[src/rtl/mod_n_bit_counter_fsm.sv]
// mod_n_bit_counter_fsm
//   Multi-channel serial residue monitor. Each of NCH single-bit channels keeps
//   a zero-count residue and a one-count residue, both modulo MOD, and flags
//   when either residue is zero ("count divisible by MOD").
//
//   Optional framed mode (define MOD_N_FRAME_MODE_EN): accepted samples are
//   grouped into FRAME_LEN-sample frames. At the end of each frame the
//   divisibility flags are captured and frame_done_o pulses for one cycle.
//   The residues then restart from zero. Without the macro, the frame
//   outputs are tied low.
//
// Ports
//   clk_i              rising-edge clock
//   reset_i            synchronous active-high reset
//   in_valid_i         qualifies in_i this cycle
//   in_i[NCH]          one serial bit per channel
//   clear_i            synchronous soft clear of residues and frame position
//   zeros_res_o        zero-count residues, channel i at [i*CW +: CW]
//   ones_res_o         one-count residues, same packing
//   zeros_div_o[NCH]   1 when the zero residue of a channel is 0
//   ones_div_o[NCH]    1 when the one residue of a channel is 0
//   frame_done_o       single-cycle pulse after the last sample of a frame
//   frame_zeros_div_o  zeros_div captured at frame end
//   frame_ones_div_o   ones_div captured at frame end
module mod_n_bit_counter_fsm #(
    parameter int unsigned NCH       = 4,
    parameter int unsigned MOD       = 2,
    parameter int unsigned FRAME_LEN = 8,
    localparam int unsigned CW       = (MOD > 2) ? $clog2(MOD) : 1
) (
    input  logic              clk_i,
    input  logic              reset_i,
    input  logic              in_valid_i,
    input  logic [NCH-1:0]    in_i,
    input  logic              clear_i,
    output logic [NCH*CW-1:0] zeros_res_o,
    output logic [NCH*CW-1:0] ones_res_o,
    output logic [NCH-1:0]    zeros_div_o,
    output logic [NCH-1:0]    ones_div_o,
    output logic              frame_done_o,
    output logic [NCH-1:0]    frame_zeros_div_o,
    output logic [NCH-1:0]    frame_ones_div_o
);

    if (NCH < 1) begin : g_bad_nch
        $error("NCH must be at least 1");
    end
    if (MOD < 2) begin : g_bad_mod
        $error("MOD must be at least 2");
    end
    if (FRAME_LEN < 1) begin : g_bad_frame_len
        $error("FRAME_LEN must be at least 1");
    end

    localparam logic [CW-1:0] ResMax = CW'(MOD - 1);

    logic [NCH*CW-1:0] zeros_res_q, zeros_res_d;
    logic [NCH*CW-1:0] ones_res_q, ones_res_d;
    // Residues as they would be after counting the current sample.
    logic [NCH*CW-1:0] zeros_bump, ones_bump;
    logic              accept;
    logic              frame_end;

    assign accept = in_valid_i & ~clear_i;

    always_comb begin
        zeros_bump = zeros_res_q;
        ones_bump  = ones_res_q;
        for (int unsigned i = 0; i < NCH; i++) begin
            if (in_i[i]) begin
                ones_bump[i*CW +: CW] = (ones_res_q[i*CW +: CW] == ResMax) ? '0 :
                                        ones_res_q[i*CW +: CW] + CW'(1);
            end else begin
                zeros_bump[i*CW +: CW] = (zeros_res_q[i*CW +: CW] == ResMax) ? '0 :
                                         zeros_res_q[i*CW +: CW] + CW'(1);
            end
        end
    end

    // A completed frame restarts the residues so the next frame starts clean.
    always_comb begin
        zeros_res_d = zeros_res_q;
        ones_res_d  = ones_res_q;
        if (clear_i || frame_end) begin
            zeros_res_d = '0;
            ones_res_d  = '0;
        end else if (accept) begin
            zeros_res_d = zeros_bump;
            ones_res_d  = ones_bump;
        end
    end

    always_ff @(posedge clk_i) begin
        if (reset_i) begin
            zeros_res_q <= '0;
            ones_res_q  <= '0;
        end else begin
            zeros_res_q <= zeros_res_d;
            ones_res_q  <= ones_res_d;
        end
    end

    assign zeros_res_o = zeros_res_q;
    assign ones_res_o  = ones_res_q;

    always_comb begin
        for (int unsigned i = 0; i < NCH; i++) begin
            zeros_div_o[i] = (zeros_res_q[i*CW +: CW] == '0);
            ones_div_o[i]  = (ones_res_q[i*CW +: CW] == '0);
        end
    end

`ifdef MOD_N_FRAME_MODE_EN
    localparam int unsigned   PW      = (FRAME_LEN > 1) ? $clog2(FRAME_LEN) : 1;
    localparam logic [PW-1:0] PosLast = PW'(FRAME_LEN - 1);

    typedef enum logic [0:0] {StCount, StLast} frame_st_e;
    // With one-sample frames every accepted sample closes a frame.
    localparam frame_st_e StInit = (FRAME_LEN == 1) ? StLast : StCount;

    frame_st_e      state_q;
    logic [PW-1:0]  pos_q;
    logic           frame_done_q;
    logic [NCH-1:0] frame_zeros_div_q, frame_ones_div_q;
    logic [NCH-1:0] zeros_bump_div, ones_bump_div;

    always_comb begin
        for (int unsigned i = 0; i < NCH; i++) begin
            zeros_bump_div[i] = (zeros_bump[i*CW +: CW] == '0);
            ones_bump_div[i]  = (ones_bump[i*CW +: CW] == '0);
        end
    end

    assign frame_end = accept & (state_q == StLast);

    always_ff @(posedge clk_i) begin
        if (reset_i) begin
            state_q           <= StInit;
            pos_q             <= '0;
            frame_done_q      <= 1'b0;
            frame_zeros_div_q <= '0;
            frame_ones_div_q  <= '0;
        end else begin
            frame_done_q <= frame_end;
            if (clear_i) begin
                state_q <= StInit;
                pos_q   <= '0;
            end else if (accept) begin
                unique case (state_q)
                    StCount: begin
                        pos_q   <= pos_q + PW'(1);
                        state_q <= (pos_q + PW'(1) == PosLast) ? StLast : StCount;
                    end
                    StLast: begin
                        pos_q             <= '0;
                        state_q           <= StInit;
                        frame_zeros_div_q <= zeros_bump_div;
                        frame_ones_div_q  <= ones_bump_div;
                    end
                    default: begin
                        pos_q   <= '0;
                        state_q <= StInit;
                    end
                endcase
            end
        end
    end

    assign frame_done_o      = frame_done_q;
    assign frame_zeros_div_o = frame_zeros_div_q;
    assign frame_ones_div_o  = frame_ones_div_q;
`else
    assign frame_end         = 1'b0;
    assign frame_done_o      = 1'b0;
    assign frame_zeros_div_o = '0;
    assign frame_ones_div_o  = '0;
`endif

endmodule

[config.mk]
export PLATFORM = sky130hd
export DESIGN_NAME = mod_n_bit_counter_fsm
export DESIGN_NICKNAME = d
export VERILOG_FILES = /design/src/rtl/mod_n_bit_counter_fsm.sv
export SDC_FILE = /design/constraint.sdc
export NUM_CORES = 1
export LEC_CHECK = 0
export CAP_MARGIN = 15
export CORE_MARGIN = 2
export CORE_UTILIZATION = 31
export DETAILED_ROUTE_END_ITERATION = 10
export PLACE_DENSITY_LB_ADDON = 0.15
export SYNTH_ARGS = -nofsm -noshare
export SYNTH_HDL_FRONTEND = slang
export SYNTH_SLANG_ARGS = --single-unit
[constraint.sdc]
create_clock -name clk_i -period 0.85 [get_ports clk_i]
set_input_delay 0.085 -clock clk_i [delete_from_list [all_inputs] [get_ports clk_i]]
set_output_delay 0.085 -clock clk_i [all_outputs]
set_load 0.03 [all_outputs]
==> run_results.csv <==
group,metric,value,unit
logic_synthesis,synth_most_common_cell,"buf_4",
detailed_routing,wl,771,um
detailed_routing,drc,0,
worst_setup_path,required,0.76,ns
detailed_routing,vias,367,
clock_tree,cts_max_path_buffers,2,
floorplan,die_area,1660,sq um
logic_synthesis,ys_top_cells_by_area,"dfxtp_1 38%, xnor2_1 17%, buf_4 16%",
place,port_buffers,23,
grt,overflow,0,
sta,finClkSkew,0,ns
worst_setup_path,crit_type,"flip-flop to primary output",
sta,post-route-period-util,1.02,
clock_tree,clock_latency,0.27,ns
logic_synthesis,synth_ff_type,"dfxtp_1",
grt,grt_pass1_vias,292,
status,status,"finished, violations left",
place,finalWeightedCongestion,0.653,
grt,grt_pass1_wl,1240,um
logic_synthesis,yosys.area.top_type,"dfxtp_1",
logic_synthesis,post-synth-top-area-fraction,0.383,
floorplan,rows,13,
grt,grt_max_degree,9,
sta,min_period,0.871,ns
logic_synthesis,synth_edf_count,0,
worst_setup_path,worstSetupEndpointType,"primary output",
worst_setup_path,crit_fanout,2,
logic_synthesis,yosys.cell_types.count,10,
clock_tree,clock_sinks,8,
sta,hold_viol,0,
power_and_ir_drop,ir_drop,0.747,mV
detailed_routing,vias_per_cell,3.74,
place,place_inst,88,
power_and_ir_drop,p_leak,0.344,nW
place,place_area,599,sq um
detailed_routing,wl_per_cell,7.87,um
clock_tree,cts_tree,"built",
final_layout,nNetsFinal,92,
clock_tree,ctsHtreeMaxLevel,1,
power_and_ir_drop,cellPowerDensity,1380,nW/um^2
clock_tree,cts_made_buffers,3,
detailed_routing,antenna_left,0,
sta,setup_viol,10,
logic_synthesis,yosys_warnings,0,
final_layout,drive_gt1_frac,0.506,
sta,max_freq,1.15,GHz
logic_synthesis,ys_top_cells_by_count,"9 x buf_4, 8 x dfxtp_1, 8 x inv_1, 8 x nor2_1, 8 x xnor2_1",
floorplan,die_y,40.7,um
floorplan,die_w,40.7,um
final_layout,design_area,744,sq um
logic_synthesis,syn_area,418,sq um
final_layout,instances_no_fill,98,
sta,rsz0062_at_grt,"true",
worst_setup_path,cp_top_family,"flip-flops",
logic_synthesis,ys_ff_latch,8,
clock_tree,cts_root_buf,"clkbuf_4",
clock_tree,clk_pin_slew_worst_paths,0.06,ns
final_layout,utilization,0.579,
sta,slew_viol_final,0,
worst_setup_path,setup.worst_path.start_class,"flip-flop",
status,violations,"negative setup slack",
worst_setup_path,max_stage_delay,0.35,ns
floorplan,core,1280,sq um
worst_setup_path,path_buf_inv,2,
grt,grt_usage,0.128,
final_layout,fill_cells,128,
detailed_routing,drtPass1Iterations,3,
min_path,hp-class,"input pin to flip-flop",
logic_synthesis,synth_cells,52,
logic_synthesis,syn_area_per_cell,8.04,sq um
logic_synthesis,async_flop_share,0,
final_layout,syn_to_final_growth,78.1,%
job,cap_violations,0,
floorplan,start_util,0.325,
floorplan,io_pins,33,
detailed_routing,drt_iter0_drc,1,
place,dpl.hpwl,573,um
worst_setup_path,path_cells,"inv_4 -> buf_6",
worst_setup_path,cp.arrival,0.79,ns
worst_setup_path,crit_slowest_cell,"dfxtp_4",
grt,antenna_found_initial,0,
final_layout,n_antenna_cell,0,
sta,fin_ws,-0.0207,ns
clock_tree,cts_hold_buf,0,
logic_synthesis,ys_seq_area_frac,0.383,
## final timing paths
kind,startpoint,endpoint,slack [ns],cells after the start
max,ones_res_o[1],ones_div_o[1],-0.02,2
min,in_valid_i,ones_res_o[1],0.38,4
max reg2reg,ones_res_o[3],ones_res_o[3],0.04,4
min reg2reg,zeros_res_o[1],zeros_res_o[1],0.53,2
## stage by stage
stage / hold slack, ns / worst slack [ns] / total power, mW / TNS, ns
2_1_floorplan: 0.288 / 0.0246 / 0.606 / 0
3_3_place_gp: 0.524 / -0.288 / 0.659 / -2.06
3_5_place_dp: 0.539 / -0.301 / 0.660 / -2.16
4_1_cts: 0.381 / -0.0297 / 1.03 / -0.185
5_1_grt: 0.424 / -0.0548 / 1.09 / -0.517
6_report: 0.377 / -0.0207 / 1.03 / -0.140
## cells in the final DEF (no fill, tap or decap)
master and count:
buf_4 8, conb_1 9, nor2_1 8, inv_2 5
xnor2_2 1, dfxtp_2 3, clkdlybuf4s50_1 6, inv_4 3
xnor2_1 7, or2_1 1, clkbuf_1 1, buf_6 14
dlygate4sd2_1 1, and2b_1 4, dfxtp_4 5, clkbuf_4 3
nand2_1 4
## kinds of logic (layout without fill, tap and decap cells)
kind of cell,Yosys count,after routing,synth area share
other cells,1,9,0.00897
buf+inv,18,41,0.245
xor+xnor,8,8,0.168
simple gates,17,17,0.195
flops,8,8,0.383
## worst register-to-register path, cell delays in order (launching register included)
cell     delay, ns
dfxtp_4       0.34
inv_2         0.04
buf_4         0.12
xnor2_1       0.14
nor2_1        0.05
## routing by layer
| layer | share of wire | global-route usage | vias up |
|---|---|---|---|
| met5 | 0 | 0 | - |
| met4 | 0.038 | 0.125 | 0 |
| met3 | 0.095 | 0.0815 | 4 |
| met2 | 0.47 | 0.163 | 19 |
| met1 | 0.39 | 0.138 | 152 |
| li1 | - | - | 192 |
## sequential cells by signal, indices dropped and copies added, names as in the netlist
name         cells
ones_res_o       4
zeros_res_o      4
## layout make-up
cell class / instances / area [sq um] / share of cell area
inverters: 8 / 37.5 / 0.0504
well taps: 15 / 18.8 / 0.0252
clock buffers: 4 / 26.3 / 0.0353
multi-input cells: 34 / 193 / 0.259
repair buffers: 29 / 287 / 0.385
flip-flops and latches: 8 / 183 / 0.245
## report_power, final
part           switching, mW  leakage, nW  internal, mW
clock                  0.155       0.0150         0.181
combinational          0.167        0.258         0.128
sequential            0.0150       0.0703         0.382
total                  0.337        0.344         0.691
## what timing repair did
action                                  CTS  global route
pin swaps                                 0             1
buffers inserted                          6             0
endpoints found under the setup margin   19            18
gates resized for setup                  19             9
Power figures use the tool's default switching activity.
